$ cat src/rtl/imem_loader.sv
// Splits 32-bit words from a valid/ready stream into four little-endian byte writes to instruction RAM.
// Latency: 4 write cycles per accepted word; in_ready is held low while those bytes drain.
module imem_loader #(
   parameter int          DEPTH = 128,
   parameter logic [31:0] BASE  = 32'h0
) (
   input  logic        clk,
   input  logic        reset,
   input  logic        start,
   input  logic        in_valid,
   output logic        in_ready,
   input  logic [31:0] in_word,
   input  logic        in_last,
   output logic        mem_we,
   output logic [31:0] mem_addr,
   output logic [7:0]  mem_wd,
   output logic        busy,
   output logic        done,
   output logic        err
);

   localparam logic [1:0] IDLE   = 2'd0;
   localparam logic [1:0] ACCEPT = 2'd1;
   localparam logic [1:0] WRITE  = 2'd2;
   localparam logic [1:0] DONE   = 2'd3;

   // Highest byte address at which a whole word still fits.
   localparam logic [31:0] LAST_ADDR = 32'(DEPTH - 4);

   logic [1:0]  state;
   logic [31:0] addr;
   logic [1:0]  idx;
   logic [31:0] word;
   logic        last;

   always_ff @(posedge clk or posedge reset) begin
      if (reset) begin
         state <= IDLE;
         addr  <= BASE;
         idx   <= 2'd0;
         word  <= 32'd0;
         last  <= 1'b0;
         err   <= 1'b0;
      end else begin
         case (state)
            IDLE: begin
               if (start) begin
                  addr  <= BASE;
                  err   <= 1'b0;
                  state <= ACCEPT;
               end
            end
            ACCEPT: begin
               if (in_valid) begin
                  word <= in_word;
                  last <= in_last;
                  // A word that would run past the RAM is dropped and ends the session.
                  if (addr > LAST_ADDR) begin
                     err   <= 1'b1;
                     state <= DONE;
                  end else begin
                     idx   <= 2'd0;
                     state <= WRITE;
                  end
               end
            end
            WRITE: begin
               idx <= idx + 2'd1;
               if (idx == 2'd3) begin
                  addr  <= addr + 32'd4;
                  state <= last ? DONE : ACCEPT;
               end
            end
            DONE: begin
               state <= IDLE;
            end
            default: begin
               state <= IDLE;
            end
         endcase
      end
   end

   // All outputs decode from registered state, so an async reset clears them at once.
   always_comb begin
      in_ready = (state == ACCEPT);
      mem_we   = (state == WRITE);
      busy     = (state != IDLE);
      done     = (state == DONE);
      mem_addr = 32'd0;
      mem_wd   = 8'd0;
      if (state == WRITE) begin
         mem_addr = addr + {30'd0, idx};
         mem_wd   = word[{idx, 3'b000} +: 8];
      end
   end

endmodule

$ cat config.mk
export PLATFORM = sky130hd
export DESIGN_NAME = imem_loader
export DESIGN_NICKNAME = d
export VERILOG_FILES = /design/src/rtl/imem_loader.sv
export SDC_FILE = /design/constraint.sdc
export NUM_CORES = 1
export LEC_CHECK = 0
export ABC_AREA = 1
export ABC_CLOCK_PERIOD_IN_PS = 2700
export CAP_MARGIN = 20
export CORE_MARGIN = 1.5
export CORE_UTILIZATION = 53
export CTS_BUF_LIST = sky130_fd_sc_hd__clkbuf_2
export CTS_CLUSTER_SIZE = 28
export DETAILED_ROUTE_END_ITERATION = 7
export MAX_ROUTING_LAYER = met4
export PLACE_DENSITY = 0.88
export SYNTH_ARGS = -nofsm -noshare
export SYNTH_HDL_FRONTEND = slang
export SYNTH_SLANG_ARGS = --single-unit
$ cat constraint.sdc
create_clock -name clk -period 2.7 [get_ports clk]
set_input_delay 0.27 -clock clk [delete_from_list [all_inputs] [get_ports clk]]
set_output_delay 0.27 -clock clk [all_outputs]
set_load 0.01 [all_outputs]
**Word level (Yosys, flattened, before mapping)**

Cells that the tools add are included.

- Multipliers: 0
- $lt $le $gt $ge: 1
- Equality and inequality tests: 9
- Shift-type cells: 1
- Mux-type cells: 18
- Reduce and logical (&&, ||, !) cells: 10
- Div/mod/pow operators: 0
- Add/sub/neg operators: 3
- Bitwise gates (word level): 0

Operators by type and width:

| operator | number |
|---|---|
| $mux W32 | 3 |
| $pmux W32 S2 | 1 |
| $add A32 B2 Y32 | 1 |
| $add A32 B3 Y32 const B | 1 |
| $gt A32 B7 Y1 const B | 1 |
| $shiftx A32 B6 Y8 | 1 |
| $mux W2 | 6 |
| $reduce_and A3 Y1 | 3 |
| $mux W8 | 1 |
| $pmux W2 S4 | 1 |
| $reduce_bool A2 Y1 | 4 |
| $eq A2 B2 Y1 const B | 3 |
| $ne A2 B2 Y1 const B | 3 |
| $mux W1 | 4 |
| $ne A2 B1 Y1 const B | 2 |
| $pmux W2 S2 | 1 |
| $reduce_and A4 Y1 | 1 |
| $add A2 B1 Y2 const B | 1 |
| $eq A2 B1 Y1 const B | 1 |
| $logic_not A2 Y1 | 1 |
| $pmux W1 S2 | 1 |
| $reduce_and A2 Y1 | 1 |

- Bits in read-only memories: 0
- Latch bits: 0
- Bits of input ports: 37
- Memories: 0
- RAM bits: 0
- Output and inout port bits: 45
- Bits in registers: 70
- Word-level logic and storage cells: 48

**Logic depth before layout (Yosys ltp)**

- Depth after elaboration: 4
- Mapped depth: 9
- Gate-level depth less buffers: 9

**Least setup slack after synthesis**

No wires, ideal clock.

- Path type: reg-to-output
- From: reg idx[0]
- To: out mem_wd[5]
- Required time: 2.430 ns
- Setup slack: 1.135 ns
- Cell stages (with the launch flop): 6
- Buffers on the path: 2
- Arrival: 1.295 ns
- Cells stage by stage: dfrtp_1 clkbuf_1 inv_1 clkbuf_1 o21ai_0 a21oi_1

- Word-level cells in the longest chain between the ends: 2

Ends and longest elaborated chain:

| what | RTL line | RTL |
|---|---|---|
| start: declaration | 32 | `logic [1:0] idx;` |
| start signal: assignment | 68 | `idx <= idx + 2'd1;` |
| $shiftx A32 B6 Y8 | 94 | `mem_wd = word[{idx, 3'b000} +: 8];` |
| $mux W8 | 92 | `if (state == WRITE) begin` |
| end: declaration | 16 | `output logic [7:0] mem_wd,` |

No other way between the ends.

**Worst setup path after layout**

- From: reg idx[0]
- To: out mem_wd[1]

Same word-level chain as after synthesis.

==> metrics.txt <==
Final TNS setup 0 ns; sequential area share after synthesis between 40% and 50%; Critical Path Source Type register; largest family of logic cells by synthesized area simple AND/OR/NAND/NOR gates; clk_lat worst skew between 0.5 and 0.6 ns; part of the cycle the worst path needs between 90% and 100%; Ys Warns 0; critical path, cell by cell clkinvlp_4, buf_4, o21ai_0, a21oi_1, clkdlybuf4s50_1; Die X-Extent between 80 and 90 um; CTS root buf clkbuf_2; combinational power share around two fifths; share of cells above drive strength 1 around 6.4%; P per Cell Area around 690 mW/mm^2; LEAKAGE ~2.2 nW; Arrival @ worst endpoint ~2.3 ns; syn_nets ~620; switching pwr around 0.0014 W; worst hold path type in -> async; crit path time final between 2 and 3 ns; worst endpoint required time between 2 and 2.5 ns; switch share 41.0%; Layout Nets about 710; GRT Residual Overflow 0; Mapped Avg Cell Area about 6.7 um^2; r2r startpoint idx[0]$_DFFE_PP0P_; first-pass GRT wire length approximately 17000 um; synthesized flop and latch total between 60 and 70; GPL Wtd Cong 0.914; Internal Power ~0.002 W; status finished clean; Setup crit end kind output port; skew final between 0.015 and 0.02 ns; Largest stage delay, worst path 0.53 ns; Max Slew Vio Count 0; Synth cell types 24; total CTS buffers 9; initial drt markers 280; critical path depth 5; XOR/XNOR Fraction of Synth Area less than 1%; via count about 4000; Max Fclk 0.388 GHz; Finished Core Util 69.1%; Register-to-Register Path Depth 9; routed len/inst about 13 um; Max-Slew Margin vs Limit roughly 50%; Port Buffer Count 81; Compound-Gate Fraction of Synth Area under 10%; Area growth syn-to-layout 27.5%; largest net degree at the start of global routing 69; Peak VDD IR a little over 500 uV; post-route ant nets 0; number of fillers in the final layout around 630; clock sink total 68; Die Y between 80 and 90 um; Mapped Cells 584; H-tree levels 3; CTS tree built; row cnt 31; Critical Path Slowest Stage Cell dfrtp_2; io pins between 80 and 90; Clock Pin Slew Worst Setup and Hold Paths about 0.22 ns; post-synthesis simple-gate area fraction just under 40%; number of diodes 0; Hold Buf Count CTS 0; max_cap viols 0; Flop pwr share between 40% and 50%; Clock Path Buffers 2; Adder-Cell Fraction of Synth Area less than 1%; vias per std cell between 5 and 6; drt total wl ~10000 um; remaining routing DRC violations 0; delay-heaviest family, CP buffers and inverters; core footprint around 0.007 mm^2; Detailed Place HPWL roughly 7600 um; initial antenna violation count 0; vias in the first global route about 3700; final setup vio count 0; Worst Tran Pin Value 0.740 ns; mapped cell area 0.00389 mm^2; Critical Path Source idx[0]$_DFFE_PP0P_; total die area ~0.0079 mm^2; Worst Path Buf+Inv 3; TritonRoute pass-1 iters 5; Crit Path Max Fanout 10; multiplexer share of the synthesized area 0%; Clk pwr share 17.8%; GRT Resource Usage Total 28.7%; unrepaired setup endpoints after global routing false; Initial Util 54.2%; Final Hold Violating Endpoints 0; crit path kind reg -> out
cell families (layout without fill, tap and decap cells):
kind of cell	count (synthesis)	after routing
compound gates	59	59
xor+xnor	1	1
fa+ha+maj	3	3
buf+inv	80	169
flops	68	68
simple gates	373	373
power groups by stage:
stage,combinational (W),sequential (W),clock (W)
after floorplan,0.000858,0.00142,0
after global placement,0.00121,0.00149,0
after detailed placement,0.00124,0.00149,0
after CTS,0.00125,0.00148,0.000605
after global routing,0.00147,0.00152,0.000657
final,0.00130,0.00149,0.000607
synth_stat cells:
| master | instances | share of area (%) |
|---|---|---|
| nor2_1 | 126 | 12 |
| a31oi_1 | 4 | 0.64 |
| nand3_1 | 25 | 3.2 |
| inv_1 | 59 | 5.7 |
| nand4_1 | 9 | 1.4 |
| nor2_2 | 4 | 0.64 |
| nor3_1 | 13 | 1.7 |
| nor4_1 | 1 | 0.16 |
| or2_2 | 1 | 0.16 |
| dfrtp_1 | 68 | 44 |
| o211ai_1 | 1 | 0.19 |
| nor2_4 | 3 | 0.87 |
| o21ai_0 | 32 | 4.1 |
| nand3b_1 | 1 | 0.19 |
| xor2_1 | 1 | 0.23 |
| ha_1 | 3 | 0.97 |
| nand2_1 | 186 | 18 |
| buf_2 | 4 | 0.51 |
| nand3_4 | 1 | 0.45 |
| inv_2 | 1 | 0.096 |
| a21oi_1 | 22 | 2.8 |
| clkbuf_1 | 13 | 1.3 |
| nand2_2 | 3 | 0.48 |
| clkinv_1 | 3 | 0.29 |
final cells by class:
type	instances	area, um^2	area share, %
clock buffers	9	45.0	0.909
multi-input cells	436	1880	38.0
repair inverters	1	5.00	0.101
well taps	99	124	2.50
flip-flops and latches	68	1700	34.4
inverters	63	244	4.92
clock inverters	7	67.6	1.36
repair buffers	89	883	17.8
worst register-to-register path, stage by stage, from the launching register on:
cell,delay (ns)
dfrtp_2,0.53
buf_4,0.21
ha_1,0.23
nand3_1,0.21
nand2_2,0.32
nand2_2,0.15
nor2_2,0.16
nand2_1,0.08
o21ai_0,0.16
nor2_1,0.06
final timing paths:
path                                        end  slack (ns)
min in group clk           word[30]$_DFFE_PP0P_        0.24
max in group asynchronous  addr[24]$_DFFE_PP0P_        2.26
hold reg to reg            word[10]$_DFFE_PP0P_        0.49
hold / removal              word[0]$_DFFE_PP0P_        0.09
setup reg to reg           addr[13]$_DFFE_PP0P_        0.53
setup / recovery                      mem_wd[1]        0.12
per-stage QoR:
step / total power (W) / std cells / worst slack (ns) / area, um^2 / hold slack, ns
5_1_grt: 0.00364 / 772 / 0.0133 / 4960 / 0.147
4_1_cts: 0.00333 / 768 / 0.0439 / 4920 / 0.122
6_report: 0.00340 / 772 / 0.123 / 4960 / 0.0886
3_5_place_dp: 0.00274 / 752 / 0.562 / 4800 / 0.453
3_3_place_gp: 0.00270 / 752 / 0.669 / 4800 / 0.450
2_1_floorplan: 0.00227 / 584 / 0.718 / 3890 / 0.387
cells in the final DEF, fill, tap and decap left out:
cell,count
nand4_1,9
nor2_2,4
nand3_1,25
inv_1,56
clkinv_4,1
clkinv_1,4
a31oi_1,4
clkinv_2,2
clkinvlp_2,1
nand3_4,1
nor2_4,3
a21oi_1,22
buf_4,7
nor3_1,13
nand2_1,185
nor2_1,126
or2_2,1
o21ai_0,32
dfrtp_2,2
inv_2,2
clkdlybuf4s50_1,81
clkbuf_2,9
nand3b_1,1
nand2_2,4
buf_12,1
clkinvlp_4,4
bufinv_16,1
ha_1,3
dfrtp_1,66
xor2_1,1
nor4_1,1
o211ai_1,1
state kept, by name (all words and copies together) (netlist names):
signal,flops
state,2
last,1
err,1
addr,30
idx,2
word,32
what timing repair did:
action / in CTS / in global routing
setup endpoints to repair: 0 / 33
gates resized for setup: 0 / 5
hold endpoints to repair: 0 / 0
buffers inserted: 0 / 3
routing by layer:
metal | up-vias | global-route usage (%) | share of wire (%)
li1 | 1986 | - | -
met3 | 12 | 5.22 | 5.7
met4 | 0 | 8.95 | 1.2
met5 | - | - | 0
met1 | 1808 | 35.9 | 43
met2 | 162 | 47.2 | 50
No activity file was read; power rests on OpenSTA's default activity.
